[src/rtl/mem_pkg.sv]
// Shared encodings, FSM states and lane helpers for the memory access stage.
package mem_pkg;

  localparam logic [1:0] SZ_BYTE = 2'b00;
  localparam logic [1:0] SZ_HALF = 2'b01;
  localparam logic [1:0] SZ_WORD = 2'b10;
  localparam logic [1:0] SZ_ILL  = 2'b11;

  localparam logic [31:0] IO_BASE_DEFAULT = 32'hFFFFFC00;
  localparam logic [31:0] IO_MASK         = 32'hFFFFFC00;

  typedef enum logic [1:0] {
    IDLE,
    RAM_WAIT,
    IO_ACC,
    DONE
  } mem_state_t;

  function automatic logic [3:0] byte_enables(input logic [1:0] size, input logic [1:0] addr_lo);
    case (size)
      SZ_BYTE: return 4'b0001 << addr_lo;
      SZ_HALF: return addr_lo[1] ? 4'b1100 : 4'b0011;
      default: return 4'b1111;
    endcase
  endfunction

  // Store data is replicated so every enabled lane already holds the operand.
  function automatic logic [31:0] lane_replicate(input logic [1:0] size, input logic [31:0] data);
    case (size)
      SZ_BYTE: return {4{data[7:0]}};
      SZ_HALF: return {2{data[15:0]}};
      default: return data;
    endcase
  endfunction

endpackage

[src/rtl/mem_access_unit_load_align.sv]
// Picks the addressed byte/halfword out of a read word and sign- or zero-extends it.
module load_align
  import mem_pkg::*;
(
  input  logic [31:0] i_rdata,
  input  logic [1:0]  i_addr_lo,
  input  logic [1:0]  i_size,
  input  logic        i_unsigned,
  output logic [31:0] o_data
);

  logic [7:0]  w_byte;
  logic [15:0] w_half;

  always_comb begin
    case (i_addr_lo)
      2'd0:    w_byte = i_rdata[7:0];
      2'd1:    w_byte = i_rdata[15:8];
      2'd2:    w_byte = i_rdata[23:16];
      default: w_byte = i_rdata[31:24];
    endcase
    w_half = i_addr_lo[1] ? i_rdata[31:16] : i_rdata[15:0];
    case (i_size)
      SZ_BYTE: o_data = {{24{~i_unsigned & w_byte[7]}}, w_byte};
      SZ_HALF: o_data = {{16{~i_unsigned & w_half[15]}}, w_half};
      default: o_data = i_rdata;
    endcase
  end

endmodule

[src/rtl/mem_access_unit.sv]
// Memory/IO access stage: classifies each ALU-addressed load/store, runs it on the
// handshake data RAM or the single-cycle IO window, and returns extended load data.
module mem_access_unit
  import mem_pkg::*;
#(
  parameter int          RAM_ADDR_W     = 14,
  parameter int          TIMEOUT_CYCLES = 16,
  parameter logic [31:0] IO_BASE        = IO_BASE_DEFAULT
) (
  input  logic                  clock,
  input  logic                  reset,
  input  logic [31:0]           ALU_Result,
  input  logic [31:0]           Read_data_2,
  input  logic                  MemRead,
  input  logic                  MemWrite,
  input  logic [1:0]            Mem_size,
  input  logic                  Load_unsigned,
  output logic                  Stall,
  output logic [31:0]           Wb_data,
  output logic                  Wb_valid,
  output logic                  Mem_err,
  output logic                  ram_req,
  output logic                  ram_we,
  output logic [RAM_ADDR_W-1:0] ram_addr,
  output logic [3:0]            ram_be,
  output logic [31:0]           ram_wdata,
  input  logic                  ram_ack,
  input  logic [31:0]           ram_rdata,
  output logic                  io_rd,
  output logic                  io_wr,
  output logic [7:0]            io_addr,
  output logic [31:0]           io_wdata,
  input  logic [31:0]           io_rdata
);

  localparam int CNT_W = $clog2(TIMEOUT_CYCLES + 1);

  mem_state_t       r_state;
  logic [CNT_W-1:0] r_cnt;
  logic [1:0]       r_addr_lo;
  logic [1:0]       r_size;
  logic             r_unsigned;
  logic             r_write;

  logic             w_req;
  logic             w_is_io;
  logic             w_misaligned;
  logic             w_illegal;
  logic [31:0]      w_rdata;
  logic [31:0]      w_load;

  assign w_req        = MemRead | MemWrite;
  assign w_is_io      = (ALU_Result & IO_MASK) == (IO_BASE & IO_MASK);
  assign w_misaligned = ((Mem_size == SZ_HALF) && ALU_Result[0]) ||
                        ((Mem_size == SZ_WORD) && (ALU_Result[1:0] != 2'b00));
  assign w_illegal    = (MemRead & MemWrite) || (Mem_size == SZ_ILL) || w_misaligned ||
                        (w_is_io && (Mem_size != SZ_WORD));

  // Stall is forced low while reset is held, even if a request is still presented.
  assign Stall   = reset & (((r_state == IDLE) & w_req) | (r_state == RAM_WAIT) |
                            (r_state == IO_ACC));
  assign w_rdata = (r_state == IO_ACC) ? io_rdata : ram_rdata;

  load_align u_load_align (
    .i_rdata    (w_rdata),
    .i_addr_lo  (r_addr_lo),
    .i_size     (r_size),
    .i_unsigned (r_unsigned),
    .o_data     (w_load)
  );

  always_ff @(posedge clock or negedge reset) begin
    if (!reset) begin
      r_state    <= IDLE;
      r_cnt      <= '0;
      r_addr_lo  <= '0;
      r_size     <= '0;
      r_unsigned <= 1'b0;
      r_write    <= 1'b0;
      ram_req    <= 1'b0;
      ram_we     <= 1'b0;
      ram_addr   <= '0;
      ram_be     <= '0;
      ram_wdata  <= '0;
      io_rd      <= 1'b0;
      io_wr      <= 1'b0;
      io_addr    <= '0;
      io_wdata   <= '0;
      Wb_data    <= '0;
      Wb_valid   <= 1'b0;
      Mem_err    <= 1'b0;
    end else begin
      Wb_valid <= 1'b0;
      Mem_err  <= 1'b0;
      io_rd    <= 1'b0;
      io_wr    <= 1'b0;
      case (r_state)
        IDLE: begin
          if (w_req) begin
            r_addr_lo  <= ALU_Result[1:0];
            r_size     <= Mem_size;
            r_unsigned <= Load_unsigned;
            r_write    <= MemWrite;
            if (w_illegal) begin
              r_state  <= DONE;
              Wb_valid <= 1'b1;
              Mem_err  <= 1'b1;
              Wb_data  <= '0;
            end else if (w_is_io) begin
              r_state <= IO_ACC;
              io_rd   <= MemRead;
              io_wr   <= MemWrite;
              io_addr <= ALU_Result[9:2];
              if (MemWrite) io_wdata <= Read_data_2;
            end else begin
              r_state   <= RAM_WAIT;
              r_cnt     <= '0;
              ram_req   <= 1'b1;
              ram_we    <= MemWrite;
              ram_addr  <= ALU_Result[RAM_ADDR_W+1:2];
              ram_be    <= byte_enables(Mem_size, ALU_Result[1:0]);
              ram_wdata <= lane_replicate(Mem_size, Read_data_2);
            end
          end
        end
        // An ack on the final wait cycle still completes the access cleanly.
        RAM_WAIT: begin
          if (ram_ack) begin
            r_state  <= DONE;
            ram_req  <= 1'b0;
            ram_we   <= 1'b0;
            Wb_valid <= 1'b1;
            Wb_data  <= r_write ? '0 : w_load;
          end else if (r_cnt == CNT_W'(TIMEOUT_CYCLES - 1)) begin
            r_state  <= DONE;
            ram_req  <= 1'b0;
            ram_we   <= 1'b0;
            Wb_valid <= 1'b1;
            Mem_err  <= 1'b1;
            Wb_data  <= '0;
          end else begin
            r_cnt <= r_cnt + CNT_W'(1);
          end
        end
        IO_ACC: begin
          r_state  <= DONE;
          Wb_valid <= 1'b1;
          Wb_data  <= r_write ? '0 : w_load;
        end
        DONE:    r_state <= IDLE;
        default: r_state <= IDLE;
      endcase
    end
  end

endmodule
[config.mk]
export PLATFORM = sky130hd
export DESIGN_NAME = mem_access_unit
export DESIGN_NICKNAME = d
export VERILOG_FILES = /design/src/rtl/mem_pkg.sv /design/src/rtl/mem_access_unit_load_align.sv /design/src/rtl/mem_access_unit.sv
export SDC_FILE = /design/constraint.sdc
export NUM_CORES = 1
export LEC_CHECK = 0
export ABC_AREA = 1
export CAP_MARGIN = 10
export CORE_UTILIZATION = 41
export DETAILED_ROUTE_END_ITERATION = 8
export PLACE_DENSITY = 0.87
export SLEW_MARGIN = 10
export SYNTH_ARGS = -nofsm -noshare
export SYNTH_HDL_FRONTEND = slang
export SYNTH_SLANG_ARGS = --single-unit
[constraint.sdc]
create_clock -name clock -period 1.8 [get_ports clock]
set_input_delay 0.54 -clock clock [delete_from_list [all_inputs] [get_ports clock]]
set_output_delay 0.54 -clock clock [all_outputs]
set_load 0.03 [all_outputs]
-- Word-level counts from Yosys, hierarchy flattened
Index checks and enable logic that the tools add are counted.
- equal/unequal tests: 19
- shift operators: 1
- muxes and demuxes: 50
- add/sub/neg operators: 1
- reduce and logical (&&, ||, !) cells: 22
- bitwise operators: 11
- operator list (operator ; count):
    two-way mux 32 bit ; 6
    case mux 32 bit (2 select lines) ; 2
    case mux 32 bit (3 select lines) ; 1
    two-way mux 5 bit ; 5
    case mux 8 bit (3 select lines) ; 1
    equality test 22 bit (second input constant) ; 1
    two-way mux 1 bit ; 21
    two-way mux 16 bit ; 1
    inequality test 2 bit (second input constant) ; 7
    AND reduction 4 bit ; 3
    equality test 2 bit (second input constant) ; 5
    two-way mux 2 bit ; 5
    case mux 5 bit (2 select lines) ; 1
    AND reduction 5 bit ; 2
    equality test 2 x 1 -> 1 bit (second input constant) ; 4
    logical NOT 2 bit ; 4
    case mux 2 bit (4 select lines) ; 1
    case mux 4 bit (2 select lines) ; 1
    case mux 1 bit (2 select lines) ; 3
    AND reduction 6 bit ; 1
    adder 5 x 1 -> 5 bit (second input constant) ; 1
    bitwise AND 1 bit ; 5
    equality test 5 x 4 -> 1 bit (second input constant) ; 1
    logical OR 1 bit ; 4
    other kinds (10) ; 18
- logic and storage cells: 122
- flip-flop bits (word level): 141
- bits of input ports: 136
- output and inout bits: 129

-- Logic depth before layout (Yosys ltp)
- depth after elaboration: 8
- depth in mapped cells: 14
- gate-level depth less buffers: 12

-- Hierarchy
A second synthesis with hierarchy kept.
- cell total of the unflattened synthesis: 1061
- area, all modules: 7775.0 um^2
- modules (own cells, without submodules) (module ; area an instance (um^2) ; times used ; cells an instance):
    mem_access_unit ; 6896.6 ; 1 ; 904
    load_align ; 878.3 ; 1 ; 157

-- Worst setup path after synthesis
Ideal clock, no wire load.
- kind: register -> register
- start point: register r_cnt[0]
- end point: register Wb_data[12]
- period minus slack after synthesis: 1.935 ns
- buffers on the path: 2
- data required time: 1.735 ns
- setup slack: -0.135 ns
- stages on the path, launching flop included: 14
- arrival: 1.870 ns
- setup time: 0.065 ns
- cell sequence: dfrtp_1 ha_1 nand2_1 nor2_1 ha_1 nor3_2 inv_1 nand2_1 nor2_1 nand2_1 buf_4 buf_4 nand2_1 nand2_1
- word-level cells in the longest chain between the ends: 3
- ends and longest elaborated chain (what ; RTL line ; RTL):
    start, declared ; mem_access_unit.sv:39 ; logic [CNT_W-1:0] r_cnt;
    start signal, assigned ; mem_access_unit.sv:142 ; r_cnt <= r_cnt + CNT_W'(1);
    equality test 5 x 4 -> 1 bit ; mem_access_unit.sv:134 ; end else if (r_cnt == CNT_W'(TIMEOUT_CYCLES - 1)) begin
    inequality test 3 x 2 -> 1 bit (no source line) ; n/a ;
    AND reduction 4 bit (no source line) ; n/a ;
    end signal, assigned ; mem_access_unit.sv:133 ; Wb_data <= r_write ? '0 : w_load;
    end signal, assigned ; mem_access_unit.sv:148 ; Wb_data <= r_write ? '0 : w_load;
    end, declared ; mem_access_unit.sv:19 ; output logic [31:0] Wb_data,
Every way passes these cells.
A chain may end at the register's enable or synchronous reset.

-- Worst setup path in the final report
- start point: register r_state[1]
- end point: output port Stall
- word-level cells in the longest chain between the ends: 5
- elaborated cells between the ends (all ways): 7
- those cells by class: eq/ne (2); bitwise (4); reduce/logical (1)
- ends and longest elaborated chain (what ; RTL line ; RTL):
    start, declared ; mem_access_unit.sv:38 ; mem_state_t r_state;
    start signal, assigned ; mem_access_unit.sv:74 ; r_state <= IDLE;
    start signal, assigned ; mem_access_unit.sv:105 ; r_state <= DONE;
    start signal, assigned ; mem_access_unit.sv:110 ; r_state <= IO_ACC;
    logical NOT 2 bit ; mem_access_unit.sv:60 ; assign Stall = reset & (((r_state == IDLE) & w_req) | (r_state == RAM_WAIT) |
    bitwise AND 1 bit ; mem_access_unit.sv:60 ;
    bitwise OR 1 bit ; mem_access_unit.sv:60 ;
    bitwise OR 1 bit * ; mem_access_unit.sv:60 ;
    bitwise AND 1 bit * ; mem_access_unit.sv:60 ;
    end, declared ; mem_access_unit.sv:18 ; output logic Stall,
Mark *: on every way between the ends. The rest lies on a longest branch, timed or not.

==> metrics.log <==
[metrics] TritonCTS clock tree: yes
[metrics] maximum count of clock buffers along a single path: 2
[metrics] final clock period utilization by the worst path: 122.5%
[metrics] routed wire length: 29930 um
[metrics] syn_nets: approximately 1100
[metrics] number of global-route vias before repair: approximately 8000
[metrics] clock edge transition at the registers on the reported setup and hold paths: 60 ps
[metrics] global-route wire length before repair: 41170 um
[metrics] hpwl dp: 17650 um
[metrics] Required @ worst endpoint: 1260 ps
[metrics] Power Dens Cells: approximately 1500 mW/mm2
[metrics] antenna violation net count after detailed routing: 0
[metrics] H-tree lvl count: 4
[metrics] final worst slack: -405.2 ps
[metrics] NumNets Final: 1473
[metrics] number of buffer cells added on primary ports: 264
[metrics] insertion delay to the later sink of the worst-skew pair: 430 ps
[metrics] floorplan die area: roughly 0.018 mm2
[metrics] fraction of synthesized cell area taken by the top area cell type: 49.73%
[metrics] CTS buffer count: 17
[metrics] top cells by area, synth: sky130_fd_sc_hd__dfrtp_1 50%, sky130_fd_sc_hd__nand2_1 22%, sky130_fd_sc_hd__o21ai_0 6.8%
[metrics] post-detailed-route wirelength per cell: 19.12 um
[metrics] Peak VDD IR: between 1 and 1.5 mV
[metrics] pin count of the biggest net entering global routing: 142
[metrics] max-capacitance violation count: 0
[metrics] count of hold-fix buffers inserted at cts: 0
[metrics] number of distinct library cell variants in the gate-level netlist after synthesis: 37
[metrics] post-route DRC violation count: 0
[metrics] Tot GR Track Use: 29.86%
[metrics] violations in the final reports: negative setup slack
[metrics] RSZ-0062 raised after global routing: true
[metrics] Ports: 265
[metrics] most common cell after layout, fill and taps aside: sky130_fd_sc_hd__nand2_1
[metrics] drt initial violations: 624
[metrics] slowest stage delay, CP: 380 ps
[metrics] number of endpoints failing setup at the final stage: 120
[metrics] cell with the biggest individual delay on the critical path: sky130_fd_sc_hd__dfrtp_1
[metrics] layout-stage area growth over the synthesis result: 81.24%
[metrics] EDFF count, synth: 0
[metrics] placer congestion estimate: 0.8876
[metrics] post-route minimum period: between 2000 and 2500 ps
[metrics] Worst Max-Slew Pin Slew: 770.8 ps
[metrics] register bit count reported by yosys: 141
[metrics] endpoint class of the critical path: output pin
[metrics] number of non-filler instances in the completed layout: 1565
[metrics] number of search-and-repair iterations in the first detailed-routing pass: 5
[metrics] layout cells sized above 1: 32.29%
[metrics] placeable core area: 0.01676 mm2
[metrics] crit start category: flop
[metrics] Clock Sinks: 141
[metrics] most frequent cell on the critical path: sky130_fd_sc_hd__nand2_2
[metrics] status: finished with violations
[metrics] clk root buf: sky130_fd_sc_hd__clkbuf_16
[metrics] total number of yosys warnings: 0
[metrics] proportion of synthesized chip area in sequential cells: roughly 50%
[metrics] achievable clock frequency: 453.5 MHz
[metrics] Post-synth ARST share: 100.0%
[metrics] via total after detailed routing: 8353
[metrics] horizontal extent of the die: 133.6 um
[metrics] arrival time of data at the critical path endpoint: between 1500 and 2000 ps
[metrics] Syn Area/Cell: 7.509 um2
[metrics] worst clock skew: 9.067 ps
[metrics] placement row count: 47
[metrics] Cells after Synth: 945
[metrics] number of hold violations in the final report: 0
[metrics] library cell with the largest summed area after synthesis: sky130_fd_sc_hd__dfrtp_1
[metrics] Max Transition Viols Final: 0
[metrics] leakage dissipation: 6.660 nW
[metrics] maximum fanout encountered on the critical timing path: 3
[metrics] setup slack at placement: -636.3 ps
[metrics] worst min-delay path class: in2async
[metrics] instance count after placement with tap cells included: 1475
[metrics] chain of cells forming the critical path: buf_6 -> clkinvlp_4 -> ha_4 -> nand2_4 -> nand2_2 -> nand2_2 -> inv_2 -> buf_12
[metrics] overall overflow remaining after global route: 0
[metrics] Worst Setup Path Type: reg2out
[metrics] primary flip-flop cell chosen by synthesis mapping: sky130_fd_sc_hd__dfrtp_1
[metrics] Synth Cell Area: about 0.007 mm2
[metrics] number of antenna violations at the first check in global routing: 2
[metrics] commonest cells after routing, fill and taps aside: 289 x sky130_fd_sc_hd__nand2_1, 141 x sky130_fd_sc_hd__dfrtp_1, 137 x sky130_fd_sc_hd__dlygate4sd2_1
[metrics] overall power after layout: 19.21 mW
[metrics] DIE HEIGHT: 133.6 um
[metrics] Initial Util: 42.34%
[metrics] detail-routed via count per cell: 5.337
[metrics] worst relative slew slack: 48.61%
## power by group
group | total, mW | switching [mW] | internal (mW)
registers | 4.73 | 0.664 | 4.07
clock network | 3.76 | 1.44 | 2.32
logic | 10.7 | 6.52 | 4.19
total | 19.2 | 8.63 | 10.6
## state kept, by name, summed over array words and instances, names as in the netlist, 2 cells and up
signal and flops:
r_cnt 5, ram_addr 14, r_addr_lo 2, io_wdata 32, ram_wdata 32, io_addr 8
r_size 2, Wb_data 32, ram_be 4, r_state 2
## path summary, 6_finish.rpt
check	start	end	slack, ps	depth (start not counted)
worst max-delay path	r_state[1]	Stall	-410	8
worst min-delay path	reset	Wb_data[0]	250	2
worst max register to register	r_state[1]	Wb_data[8]	-310	14
worst min register to register	Wb_data[11]	Wb_data[11]	470	2
max in group asynchronous	reset	io_wdata[24]	980	2
min in group clock	ALU_Result[14]	ram_addr[12]	370	3
## Yosys cell counts (2+ instances only)
cell type and instances:
sky130_fd_sc_hd__nand3_4 2, sky130_fd_sc_hd__or2_2 6, sky130_fd_sc_hd__buf_2 15, sky130_fd_sc_hd__buf_6 6, sky130_fd_sc_hd__nand4_1 3, sky130_fd_sc_hd__a21oi_1 40, sky130_fd_sc_hd__nor3_2 2, sky130_fd_sc_hd__inv_1 59
sky130_fd_sc_hd__dfrtp_1 141, sky130_fd_sc_hd__a31oi_1 4, sky130_fd_sc_hd__o21ai_0 96, sky130_fd_sc_hd__nor3b_1 2, sky130_fd_sc_hd__nand2_1 415, sky130_fd_sc_hd__nand3_1 42, sky130_fd_sc_hd__nor2_1 43, sky130_fd_sc_hd__o211ai_1 7
sky130_fd_sc_hd__ha_1 6, sky130_fd_sc_hd__nor2_2 3, sky130_fd_sc_hd__buf_4 7, sky130_fd_sc_hd__inv_2 3, sky130_fd_sc_hd__o21ai_1 12, sky130_fd_sc_hd__clkbuf_1 16
## critical path: cells and delay by family (launching register included)
| family | cells | cell delay (ps) |
|---|---|---|
| simple gates | 3 | 230 |
| flops | 1 | 380 |
| fa+ha+maj | 1 | 210 |
| buf+inv | 4 | 420 |
## logic make-up after synthesis
kind of cell / count (synthesis) / synth area share, %
AOI/OAI and AO/OA: 163 / 11.97
xor gates and xnor gates: 1 / 0.1235
adders and majority gates: 6 / 1.058
buffers and inverters: 109 / 7.071
DFF: 141 / 49.73
and+or+nand+nor: 525 / 30.05
## what timing repair did
| item | 4_1_cts | 5_1_grt |
|---|---|---|
| cloned | 9 | 12 |
| pin swaps | 27 | 64 |
| setup buffers | 29 | 14 |
| resized for setup | 270 | 316 |
| setup endpoints to repair | 260 | 140 |
## layout make-up
type                    count  area, um2
diodes                      1      2.502
clock inverters            14      192.7
clock buffers              18      429.2
fillers                  1108       3900
multi-input cells         696       4045
well taps                 220      275.3
repair inverters            3      36.28
repair buffers            408       4066
flip-flops and latches    141       3528
inverters                  64      284.0
## stage by stage
step	cell area, um2	TNS [ps]	util (%)	hold slack, ps
2_1_floorplan	7174	-774.8	-	244.4
3_3_place_gp	10620	-69050	63.36	453.6
3_5_place_dp	10620	-77250	63.36	458.8
4_1_cts	11770	-5988	70.23	287.6
5_1_grt	12860	-20120	76.72	297.4
6_report	12860	-12730	76.73	246.5
## routing by layer
| layer | track usage (%) | vias to the layer above | part of all wire, % |
|---|---|---|---|
| li1 | - | 3791 | - |
| met1 | 33.05 | 3978 | 36 |
| met2 | 52.78 | 474 | 51 |
| met3 | 9.018 | 108 | 8.0 |
| met4 | 13.07 | 2 | 4.6 |
| met5 | 0 | - | 0.033 |
(Power assumes the default switching activity.)
